**config.mk**
```make
export PLATFORM = sky130hd
export DESIGN_NAME = dtc_share_ctrl_flat
export DESIGN_NICKNAME = d
export VERILOG_FILES = /design/src/rtl/dtc_share_ctrl_pkg.sv /design/src/rtl/dtc_share_ctrl_if.sv /design/src/rtl/dtc_share_ctrl_rr_arbiter.sv /design/src/rtl/dtc_share_ctrl.sv /design/src/flat_wrapper.sv
export SDC_FILE = /design/constraint.sdc
export NUM_CORES = 1
export LEC_CHECK = 0
export CAP_MARGIN = 20
export CORE_AREA = 2 2 129 131
export DETAILED_ROUTE_END_ITERATION = 10
export DIE_AREA = 0 0 131 133
export PLACE_DENSITY_LB_ADDON = 0.2
export SYNTH_ARGS = -nofsm -noshare
export SYNTH_HDL_FRONTEND = slang
export SYNTH_SLANG_ARGS = --single-unit
```
**constraint.sdc**
```tcl
create_clock -name clk -period 3.5 [get_ports clk]
set_clock_uncertainty 0.15 [all_clocks]
set_input_delay 0.7 -clock clk [delete_from_list [all_inputs] [get_ports clk]]
set_output_delay 0.7 -clock clk [all_outputs]
set_load 0.01 [all_outputs]
```
**src/rtl/dtc_share_ctrl_pkg.sv**
```systemverilog
// Shared types and default widths for the decision-tree classifier share controller.
package dtc_pkg;

  localparam int FEAT_W  = 8;
  localparam int CLS_W   = 2;
  localparam int N_CLASS = 2 ** CLS_W;

  typedef enum logic [1:0] {
    ST_IDLE = 2'd0,
    ST_EVAL = 2'd1,
    ST_RESP = 2'd2
  } state_e;

endpackage

```
**src/rtl/dtc_share_ctrl_if.sv**
```systemverilog
// Request/response handshake bundle between requesters, response consumer and the share controller.
interface dtc_share_ctrl_if #(
  parameter int N_REQ  = 4,
  parameter int FEAT_W = 8,
  parameter int CLS_W  = 2
);

  localparam int ID_W = $clog2(N_REQ);

  logic [N_REQ-1:0]        req_valid;
  logic [N_REQ*FEAT_W-1:0] req_feat;
  logic [N_REQ-1:0]        req_ready;
  logic                    rsp_valid;
  logic                    rsp_ready;
  logic [ID_W-1:0]         rsp_id;
  logic [CLS_W-1:0]        rsp_class;

  modport master (
    output req_valid, req_feat, rsp_ready,
    input  req_ready, rsp_valid, rsp_id, rsp_class
  );

  modport slave (
    input  req_valid, req_feat, rsp_ready,
    output req_ready, rsp_valid, rsp_id, rsp_class
  );

endinterface

```
**src/rtl/dtc_share_ctrl_rr_arbiter.sv**
```systemverilog
// Combinational round-robin picker: first asserted request at or above ptr, wrapping.
module rr_arbiter #(
  parameter int N_REQ = 4,
  parameter int ID_W  = $clog2(N_REQ)
) (
  input  logic [N_REQ-1:0] req,
  input  logic [ID_W-1:0]  ptr,
  output logic [N_REQ-1:0] grant,
  output logic [ID_W-1:0]  grant_id
);

  logic            found;
  logic [ID_W-1:0] idx;

  always_comb begin
    grant    = '0;
    grant_id = '0;
    found    = 1'b0;
    idx      = '0;
    for (int k = 0; k < N_REQ; k++) begin
      idx = ID_W'((int'(ptr) + k) % N_REQ);
      if (!found && req[idx]) begin
        found       = 1'b1;
        grant[idx]  = 1'b1;
        grant_id    = idx;
      end
    end
  end

endmodule

```
**src/rtl/dtc_share_ctrl.sv**
```systemverilog
// Time-shares one external combinational classifier among N_REQ requesters, round-robin,
// and keeps saturating per-class response counters.
module dtc_share_ctrl #(
  parameter int N_REQ  = 4,
  parameter int FEAT_W = dtc_pkg::FEAT_W,
  parameter int CLS_W  = dtc_pkg::CLS_W,
  parameter int CNT_W  = 16
) (
  input  logic                            clk,
  input  logic                            rst_n,
  dtc_share_ctrl_if.slave                 bus,
  output logic [FEAT_W-1:0]               cls_feat,
  input  logic [CLS_W-1:0]                cls_class,
  input  logic                            cnt_clear,
  output logic [(2**CLS_W)*CNT_W-1:0]     class_count,
  output logic                            busy
);

  import dtc_pkg::*;

  localparam int ID_W = $clog2(N_REQ);
  localparam int NCLS = 2 ** CLS_W;

  state_e            state_q;
  logic [ID_W-1:0]   rr_ptr_q;
  logic [ID_W-1:0]   rsp_id_q;
  logic [FEAT_W-1:0] cls_feat_q;
  logic [CLS_W-1:0]  rsp_class_q;
  logic [N_REQ-1:0]  grant;
  logic [ID_W-1:0]   grant_id;
  logic              rsp_fire;
  logic [CNT_W-1:0]  cnt_q [NCLS];
  logic [CNT_W-1:0]  cnt_d [NCLS];

  rr_arbiter #(.N_REQ(N_REQ), .ID_W(ID_W)) u_arb (
    .req      (bus.req_valid),
    .ptr      (rr_ptr_q),
    .grant    (grant),
    .grant_id (grant_id)
  );

  // Grant is only offered while idle, so rsp_ready never reaches req_ready.
  assign bus.req_ready = (state_q == ST_IDLE) ? grant : '0;
  assign bus.rsp_valid = (state_q == ST_RESP);
  assign bus.rsp_id    = rsp_id_q;
  assign bus.rsp_class = rsp_class_q;
  assign cls_feat      = cls_feat_q;
  assign busy          = (state_q != ST_IDLE);
  assign rsp_fire      = (state_q == ST_RESP) && bus.rsp_ready;

  always_ff @(posedge clk) begin
    if (!rst_n) begin
      state_q     <= ST_IDLE;
      rr_ptr_q    <= '0;
      rsp_id_q    <= '0;
      cls_feat_q  <= '0;
      rsp_class_q <= '0;
    end else begin
      unique case (state_q)
        ST_IDLE: begin
          if (|bus.req_valid) begin
            cls_feat_q <= bus.req_feat[int'(grant_id)*FEAT_W +: FEAT_W];
            rsp_id_q   <= grant_id;
            state_q    <= ST_EVAL;
          end
        end
        ST_EVAL: begin
          rsp_class_q <= cls_class;
          state_q     <= ST_RESP;
        end
        ST_RESP: begin
          if (bus.rsp_ready) begin
            rr_ptr_q <= (int'(rsp_id_q) == N_REQ - 1) ? '0 : rsp_id_q + ID_W'(1);
            state_q  <= ST_IDLE;
          end
        end
        default: state_q <= ST_IDLE;
      endcase
    end
  end

  // Clear beats a coincident increment; counters stick at all-ones.
  always_comb begin
    for (int k = 0; k < NCLS; k++) begin
      cnt_d[k] = cnt_q[k];
    end
    if (cnt_clear) begin
      for (int k = 0; k < NCLS; k++) begin
        cnt_d[k] = '0;
      end
    end else if (rsp_fire && (cnt_q[rsp_class_q] != '1)) begin
      cnt_d[rsp_class_q] = cnt_q[rsp_class_q] + CNT_W'(1);
    end
  end

  always_ff @(posedge clk) begin
    for (int k = 0; k < NCLS; k++) begin
      if (!rst_n) begin
        cnt_q[k] <= '0;
      end else begin
        cnt_q[k] <= cnt_d[k];
      end
    end
  end

  for (genvar g = 0; g < NCLS; g++) begin : g_cnt_out
    assign class_count[g*CNT_W +: CNT_W] = cnt_q[g];
  end

endmodule
```
**src/flat_wrapper.sv**
```systemverilog
// flat-port wrapper written by rule: the top's interface ports become plain ports
module dtc_share_ctrl_flat import dtc_pkg::*;
#(
  parameter int N_REQ  = 4,
  parameter int FEAT_W = dtc_pkg::FEAT_W,
  parameter int CLS_W  = dtc_pkg::CLS_W,
  parameter int CNT_W  = 16
)
  (clk, rst_n, cls_feat, cls_class, cnt_clear, class_count, busy, bus_req_valid, bus_req_feat, bus_rsp_ready, bus_req_ready, bus_rsp_valid, bus_rsp_id, bus_rsp_class);
  dtc_share_ctrl_if #(.N_REQ(N_REQ), .FEAT_W(FEAT_W), .CLS_W(CLS_W)) bus_i ();
  input  logic clk;
  input  logic rst_n;
  output logic [FEAT_W-1:0] cls_feat;
  input  logic [CLS_W-1:0] cls_class;
  input  logic cnt_clear;
  output logic [(2**CLS_W)*CNT_W-1:0] class_count;
  output logic busy;
  input wire logic [$bits(bus_i.req_valid)-1:0] bus_req_valid;
  input wire logic [$bits(bus_i.req_feat)-1:0] bus_req_feat;
  input wire logic [$bits(bus_i.rsp_ready)-1:0] bus_rsp_ready;
  output wire logic [$bits(bus_i.req_ready)-1:0] bus_req_ready;
  output wire logic [$bits(bus_i.rsp_valid)-1:0] bus_rsp_valid;
  output wire logic [$bits(bus_i.rsp_id)-1:0] bus_rsp_id;
  output wire logic [$bits(bus_i.rsp_class)-1:0] bus_rsp_class;
  assign bus_i.req_valid = bus_req_valid;
  assign bus_i.req_feat = bus_req_feat;
  assign bus_i.rsp_ready = bus_rsp_ready;
  assign bus_req_ready = bus_i.req_ready;
  assign bus_rsp_valid = bus_i.rsp_valid;
  assign bus_rsp_id = bus_i.rsp_id;
  assign bus_rsp_class = bus_i.rsp_class;
  dtc_share_ctrl #(.N_REQ(N_REQ), .FEAT_W(FEAT_W), .CLS_W(CLS_W), .CNT_W(CNT_W)) u_core (.clk(clk), .rst_n(rst_n), .bus(bus_i), .cls_feat(cls_feat), .cls_class(cls_class), .cnt_clear(cnt_clear), .class_count(class_count), .busy(busy));
endmodule
```
==> results of run 1 <==
==> per-layer routing <==
layer | wire length (um) | track usage, % | up-vias
li1 | - | - | 2185
met1 | 6580 | 21.9 | 2140
met2 | 6970 | 27.4 | 138
met3 | 734 | 3.03 | 25
met4 | 432 | 7.39 | 0
met5 | 0 | 0 | -
==> logic make-up (layout without fill, tap and decap cells) <==
| group | Yosys count | count (layout) |
|---|---|---|
| simple gates | 194 | 194 |
| compound gates | 128 | 128 |
| flops | 82 | 82 |
| mux | 50 | 50 |
| buf+inv | 45 | 174 |
| xor+xnor | 14 | 14 |
| fa+ha+maj | 10 | 10 |
==> flip-flops by register name, indices dropped and copies added, names as in the netlist, named ones only <==
name,cells
u_core.cls_feat,8
u_core.cnt_q,64
u_core.state_q,2
u_core.bus.rsp_class,2
u_core.rr_ptr_q,2
u_core.bus.rsp_id,2
==> path summary, 6_finish.rpt <==
kind	start	to	slack, ps	depth (start not counted)
max	u_core.rr_ptr_q[1]$_SDFFE_PN0P_	bus_req_ready[2]	170	10
min	u_core.cls_feat[5]$_SDFFE_PN0P_	u_core.cls_feat[5]$_SDFFE_PN0P_	310	2
max reg2reg	register	u_core.cnt_q[0][15]$_SDFFE_PP0P_	510	9
min reg2reg	u_core.cls_feat[5]$_SDFFE_PN0P_	u_core.cls_feat[5]$_SDFFE_PN0P_	310	2
==> stage by stage <==
stage | total power, mW | setup slack (ps)
final | 2.31 | 172
after global routing | 2.39 | 7.14
after CTS | 2.33 | 15.8
after detailed placement | 1.41 | -425
after global placement | 1.40 | -349
after floorplan | 1.22 | 58.5
==> cell type report <==
class	count	area (um2)	share of cell area [%]
Timing Repair Buffer	156	1480	22.5
Clock inverter	5	57.6	0.875
Sequential cell	82	1640	25.0
Clock buffer	9	225	3.43
Tap cell	220	275	4.19
Multi-Input combinational cell	396	2880	43.8
Inverter	4	15.0	0.228
==> power breakdown <==
part           internal (mW)  switching [mW]
Clock                  0.544           0.380
Combinational          0.201           0.205
Sequential             0.961          0.0201
==> worst max-delay path, delay by kind of cell, from the launching register on <==
kind                     cells  cell delay [ps]
AO/OA/AOI/OAI                2              390
adder cells (fa/ha/maj)      1              320
buffers and inverters        4              640
flip-flops                   1              350
multiplexers                 1              320
AND/OR/NAND/NOR              2              120
==> timing repair <==
item / in CTS / in global routing
gates resized for setup: 12 / 10
cloned: 0 / 0
pin swaps: 0 / 1
endpoints found under the setup margin: 4 / 4
==> cell usage in the layout (no fill, tap or decap), drive strengths merged, types with 7 or more instances in the layout <==
cell type / netlist / final
o22a: 16 / 16
ha: 10 / 10
o2111ai: 8 / 8
xnor2: 7 / 7
nor2: 37 / 37
nor2b: 10 / 10
mux2i: 30 / 30
clkbuf: 19 / 12
dfxtp: 82 / 82
buf: 22 / 33
xor2: 7 / 7
nand2: 58 / 58
clkdlybuf4s50: 0 / 115
or3: 8 / 8
o211ai: 12 / 12
nand3: 43 / 43
a21oi: 17 / 17
mux4: 18 / 18
o21ai: 46 / 46
==> impl_metrics.toml, run 1 <==
[cells_and_area]
layout-drive-gt1-share_pct = 12.0
fill_cells = 1620
layout.cells.non_filler = 872
area_delta_synth_final_pct = 39.2
design_area_mm2 = 0.00658
antenna_cells = 0
final_core_util_pct = 40.7
layout.nets = 701

[setup_path]
cp-start-kind = "register"
critical_path_required_ps = 2650
end_kind = "primary output"
worstSetupPathType = "reg2out"
critPathMaxStageDelay_ps = 350
worstPathArrival_ps = 2480
cp_slowest_cell = "dfxtp_1"
cp_max_fo = 9
path_cells = "inv_1, ha_1, buf_4, mux4_2, buf_4, a22oi_1, nor2_1, a221oi_1, nor2_1, clkdlybuf4s15_1"

[power]
vdd_drop_max_uv = 223
leakage_nw = 2.35
cellPowerDensity_mw_per_mm2 = 352

[floorplan]
chipWidth_um = 131
fp-row-count = 47
die_h_um = 133
core_area_mm2 = 0.0162
start_util_pct = 29.2
io_pins = 124
die_area_mm2 = 0.0174

[drt]
wl_per_cell_um = 16.9
initialDrtViolationCount = 286
antenna_left = 0
vias = 4488
vias_per_cell = 5.15
finalWirelength_mm = 14.7
drc = 0
drt_pass1_iterations = 5

[timing]
setup_viol = 0
finalCriticalPeriod_ps = 3330
fin_setup_tns_ps = 0
hold_viol_final = 0
worstMarginPinSlew_ps = 686
max_slew_margin_pct = 54.2
rsz0062_at_grt = "no"
drv_slew = 0
fmax_ghz = 0.301
finalCritPeriodShare_pct = 95.1
whs_ps = 308

[global_route]
grt_max_degree = 39
track_usage_pct = 16.9
grt_pass1_vias = 4444
grt_remaining_overflow = 0
antenna_found_initial = 0
grt_pass1_wl_mm = 23.2

[worst_hold_path]
hold_class = "reg2reg"

[synthesis]
ys_seq_area_share_pct = 34.8
yosysTopAreaCellShare_pct = 34.8
synthArstFlopShare_pct = 0
synth_most_common_cell = "dfxtp_1"
mappedNetlistArea_mm2 = 0.00472
synth_seq_cells = 82
yosys.area_share.simple_pct = 20.2
synth-edff-count = 0
synth_adder_area_share_pct = 2.65
synth-xor-area-share_pct = 2.60
yosys-top-cells-count = "82 x dfxtp_1, 58 x nand2_1, 45 x o21ai_0"
yosys.cell_types.count = 55
yosysTopAreaCell = "dfxtp_1"
synth_compound_area_share_pct = 18.2
netlist_instances = 523
synth_flop_cell = "dfxtp_1"
ys_warn_count = 0
syn-num-nets = 575
synth_top_family_by_area = "simple AND/OR/NAND/NOR gates"
synth_area_leaders = "dfxtp_1 35%, mux4_1 6.7%, mux2i_1 6.4%"
muxShareOfSynthArea_pct = 16.4
syn_area_per_cell_um2 = 9.03

[clocking]
cts.path.max_buffers = 2
cts_max_level = 3
cts_num_sinks = 82
cts_tree = "yes"
cts_buffers = 9
clkLatencyLatePin_ps = 340
postCtsSetupRepairBufs = 0
cts.clk_slew.worst_paths_ps = 60
clock-root-buffer = "clkbuf_16"
hold_buffers = 0

[job]
cap_violations = 0

[placement]
place_hpwl_mm = 11.0
port_buffers = 123
gp_congestion = 0.872
place_inst = 858
placed_area_mm2 = 0.00627

[outcome]
outcome = "completed"
(Power assumes the default switching activity.)
==> run 2, diff against run 1 <==
--- a/config.mk
+++ b/config.mk
@@ -10,6 +10,7 @@
 export DETAILED_ROUTE_END_ITERATION = 10
 export DIE_AREA = 0 0 131 133
 export PLACE_DENSITY_LB_ADDON = 0.2
+export SKIP_CTS_REPAIR_TIMING = 1
 export SYNTH_ARGS = -nofsm -noshare
 export SYNTH_HDL_FRONTEND = slang
 export SYNTH_SLANG_ARGS = --single-unit
==> constraint.sdc (replaced) <==
create_clock -name clk -period 4.05 [get_ports clk]
set_clock_uncertainty 0.15 [all_clocks]
set_input_delay 0.81 -clock clk [delete_from_list [all_inputs] [get_ports clk]]
set_output_delay 0.81 -clock clk [all_outputs]
set_load 0.01 [all_outputs]
==> impl_metrics.toml, run 2 (synthesis results as in run 1) <==
[global_route]
antenna_found_initial = 0
grt_pass1_wl_mm = 23.3
grt_max_degree = 27
grt_pass1_vias = 4263
grt_remaining_overflow = 0
track_usage_pct = 17.2

[timing]
fmax_ghz = 0.273
worstMarginPinSlew_ps = 882
max_slew_margin_pct = 41.0
finalCriticalPeriod_ps = 3660
setup_viol = 0
rsz0062_at_grt = "no"
drv_slew = 0
whs_ps = 302
fin_setup_tns_ps = 0
hold_viol_final = 0
finalCritPeriodShare_pct = 90.4

[cells_and_area]
layout.nets = 688
layout-drive-gt1-share_pct = 9.53
largest_register_ff_count = 64
layout_commonest_cell = "clkdlybuf4s50_1"
layout_common_cells = "118 x clkdlybuf4s50_1, 82 x dfxtp_1, 58 x nand2_1"
top_register = "u_core.cnt_q"
layout.cells.non_filler = 860
area_delta_synth_final_pct = 37.5
antenna_cells = 0
final_core_util_pct = 40.1

[setup_path]
critical_path_required_ps = 3090
path_cells = "clkdlybuf4s50_1, buf_4, mux2i_1, mux2i_2, nor2_1, a221oi_1, nor2_1, dlymetal6s2s_1"
worstSetupPathType = "in2out"
reg2reg_depth = 9
worstPathArrival_ps = 2700
cp_slowest_cell = "clkdlybuf4s50_1"
r2r-end = "u_core.cnt_q[1][1]$_SDFFE_PP0P_"
crit_top_cell = "nor2_1"
end_kind = "primary output"
regToRegSetupSlack_ps = 610
cp_max_fo = 9
critPathMaxStageDelay_ps = 510
cp-start-kind = "input port"

[clocking]
cts_num_sinks = 82
clkLatencyLatePin_ps = 350
cts_buffers = 9
cts_tree = "yes"
cts_max_level = 3
cts.path.max_buffers = 2
cts.clk_slew.worst_paths_ps = 60
clock-root-buffer = "clkbuf_16"

[floorplan]
chipWidth_um = 131
die_area_mm2 = 0.0174
fp-row-count = 47
core_area_mm2 = 0.0162
io_pins = 124
die_h_um = 133
start_util_pct = 29.2

[placement]
place_hpwl_mm = 10.8
port_buffers = 123
place_inst = 845
gp_congestion = 0.857

[worst_hold_path]
hold_end = "u_core.cls_feat[7]$_SDFFE_PN0P_"
hold_start = "u_core.cls_feat[7]$_SDFFE_PN0P_"
min_path_cells = 2
hold_class = "reg2reg"

[drt]
wl_per_cell_um = 17.2
vias = 4424
finalWirelength_mm = 14.8
drt_pass1_iterations = 5
vias_per_cell = 5.14
initialDrtViolationCount = 340
drc = 0
antenna_left = 0

[job]
cap_violations = 0

[power]
vdd_drop_max_uv = 215
cellPowerDensity_mw_per_mm2 = 310
finalPower_mw = 2.01
leakage_nw = 2.32

[outcome]
outcome = "completed"
## run 2: through the flow
stage	setup WS [ps]	area, um2
finish	391	6490
global route	267	6490
CTS	-81.6	6470
detailed placement	-54.8	6180
global placement	-22.9	6140
floorplan	498	4720
## run 2: worst max-delay path, delay by kind of cell
family,cells,cell delay (ps)
buffers and inverters,3,860
muxes,2,590
AOI/OAI and AO/OA,1,280
and+or+nand+nor,2,170
## run 2: per-layer routing
metal / global-route usage (%) / up-vias / wire [um]
met4: 6.62 / 0 / 323
met5: 0 / - / 0
met2: 27.2 / 117 / 6990
met3: 3.52 / 21 / 710
met1: 23.1 / 2117 / 6740
li1: - / 2169 / -
## run 2: worst max path at each step
stage	to	slack [ps]	depth (start not counted)	from
2_1_floorplan	bus_req_ready[1]	500	11	u_core.rr_ptr_q[0]$_SDFFE_PN0P_
4_1_cts	bus_req_ready[3]	-80	9	bus_req_valid[2]
3_5_place_dp	bus_req_ready[3]	-50	9	bus_req_valid[2]
6_report	bus_req_ready[2]	390	8	bus_req_valid[3]
3_3_place_gp	bus_req_ready[3]	-20	9	bus_req_valid[2]
5_1_grt	bus_req_ready[1]	270	9	bus_req_valid[0]
## run 2: cell type report
cell class / count / area, um2
timing repair buffer: 143 / 1410
clock buffer: 11 / 243
sequential: 82 / 1640
clock inverter: 4 / 52.6
multi-input combinational: 396 / 2850
inverter: 4 / 15.0
fill: 1599 / 9680
tap: 220 / 275
## run 2: report_power, final
part / total (mW) / internal (mW) / switching, mW
clock network: 0.825 / 0.491 / 0.335
logic: 0.343 / 0.168 / 0.175
registers: 0.846 / 0.830 / 0.0161
total: 2.01 / 1.49 / 0.526
==> patch (config.mk and constraints of run 1) <==
`CLS_W` is set to 2 in 2 places; all go to 1.
--- a/src/rtl/dtc_share_ctrl_pkg.sv
+++ b/src/rtl/dtc_share_ctrl_pkg.sv
@@ -2,7 +2,7 @@
 package dtc_pkg;
 
   localparam int FEAT_W  = 8;
-  localparam int CLS_W   = 2;
+  localparam int CLS_W   = 1;
   localparam int N_CLASS = 2 ** CLS_W;
 
   typedef enum logic [1:0] {
--- a/src/rtl/dtc_share_ctrl_if.sv
+++ b/src/rtl/dtc_share_ctrl_if.sv
@@ -2,7 +2,7 @@
 interface dtc_share_ctrl_if #(
   parameter int N_REQ  = 4,
   parameter int FEAT_W = 8,
-  parameter int CLS_W  = 2
+  parameter int CLS_W  = 1
 );
 
   localparam int ID_W = $clog2(N_REQ);
Interface: changed (resized bus_rsp_class, class_count and cls_class); port bits go from 124 to 90. The function was not compared with the original's and may differ.
==> patch against run 1 <==
  * Critical path depth stayed put
  * Utilization is 8.8 points lower
  * First-iteration DRC count is 23% lower
  * Sequential cell count is 34 lower
  * Cell area is 22% lower
  * Non-clock buffer count is 30 lower
  * Area after synthesis is 23% lower
  * Global-route usage is 2.2 points lower
  * Worst hold slack better by 12 ps
  * Sequential power is 40% lower
  * Total power is 30% lower
  * Worst setup slack worse by 44 ps
  * Wire length is 15% lower
  * Critical endpoint unchanged
  * Highest routed layer unchanged
==> patch: results (changes against run 1) <==
metric	value	unit	change
insertion_delay	300	ps	-40 ps
detail_route.wl_per_cell	15.91	um	-5.7%
seq_area_frac_synth	26.39	%	-8.4 points
grt_pass1_wl	20.43	mm	-12%
cts_buffers	5		-4
track_usage	14.71	%	-2.2 points
grt_pass1_vias	3839		-14%
final_layout_size_suffix_gt1_share	13.43	%	+1.5 points
vias	3955		-12%
htree_levels	2		-1
fin_nets	617		-12%
drtIter0Drc	220		-23%
grt_max_degree	36		-7.7%
hold_path.startpoint	u_core.cls_feat[4]		
p_leak	1.692	nW	-28%
netlist_top_cells_area	dfxtp_1 26%, nand2_1 7.4%, mux2i_1 4.7%		
worstPathArrival	2520	ps	+40 ps
final.fill_count	1721		+6.2%
status	finished clean		
syn_nets	516		-10%
relSlewSlack	39.32	%	-15 points
post-dp-hpwl	9.116	mm	-17%
r2r-end	u_core.cnt_q[0][4]		
reg2reg_slack	210	ps	-300 ps
ir_drop	161.7	uV	-27%
-- patch: cell types whose count changed after synthesis, moves of 13 or more --
cell     before  now
mux2i_1      30   17
o21ai_0      45   28
nand3_1      43   29
o22a_1       16    0
dfxtp_1      82   48
nand2_1      58   72
-- patch: through the flow --
stage	setup slack (ps)	instances	setup TNS, ps	hold WS (ps)	util [%]
floorplan	53.01	465	0	341.9	-
global placement	-256.1	773	-1004	308.7	30.25
detailed placement	-340.8	773	-1345	312.8	30.25
CTS	23.29	786	0	326.0	31.81
global route	-22.73	786	-22.73	343.4	31.91
finish	127.9	786	0	320.1	31.91
-- patch: worst min-delay path by stage --
| stage | depth (start not counted) | end |
|---|---|---|
| global placement | 2 | u_core.cls_feat[7] |
| global route | 2 | u_core.cnt_q[0][10] |
| detailed placement | 2 | u_core.cls_feat[4] |
| floorplan | 2 | u_core.cnt_q[0][10] |
| CTS | 2 | u_core.cnt_q[0][10] |
| finish | 2 | u_core.cls_feat[4] |
-- patch: cell type report --
class / instances / area, um2 / area share [%]
inverters: 7 / 26.28 / 0.5092
multi-input cells: 378 / 2541 / 49.25
repair buffers: 126 / 1167 / 22.62
flip-flops and latches: 48 / 964.7 / 18.70
clock inverters: 2 / 60.06 / 1.164
clock buffers: 5 / 125.1 / 2.425
well taps: 220 / 275.3 / 5.335
-- patch: what timing repair did --
item,CTS,global route
hold buffers,0,0
resized for setup,14,8
pin swaps,2,3
cloned,0,0
setup endpoints to repair,4,8
buffers inserted,6,0
-- patch: logic make-up after synthesis --
| logic type | Yosys count | share of synthesized area [%] |
|---|---|---|
| multiplexers | 32 | 9.931 |
| flip-flops | 48 | 26.39 |
| AO/OA/AOI/OAI | 141 | 28.01 |
| XOR/XNOR | 8 | 1.924 |
| adder cells (fa/ha/maj) | 10 | 3.436 |
| AND/OR/NAND/NOR | 187 | 25.50 |
| buffers and inverters | 39 | 4.811 |
-- patch: power by group --
group	leakage [nW]	internal, mW	total (mW)	switching, mW
clock network	0.0899	0.406	0.626	0.220
registers	0.391	0.571	0.593	0.0213
logic	1.21	0.205	0.408	0.203
-- patch: worst max-delay path: stages, from the launching register on --
cell           delay, ps
dfxtp_2              340
inv_1                 70
ha_4                 290
buf_4                170
mux4_2               350
buf_4                170
a22oi_1              180
nor2_1                60
a221oi_1             240
nor2_1                60
dlygate4sd2_1        280
-- patch: metal layers --
layer  global-route usage, %  part of all wire [%]
met1                   19.83                    46
met2                   24.35                    50
met3                   1.860                   3.2
met4                   4.374                   1.6
met5                       0                     0
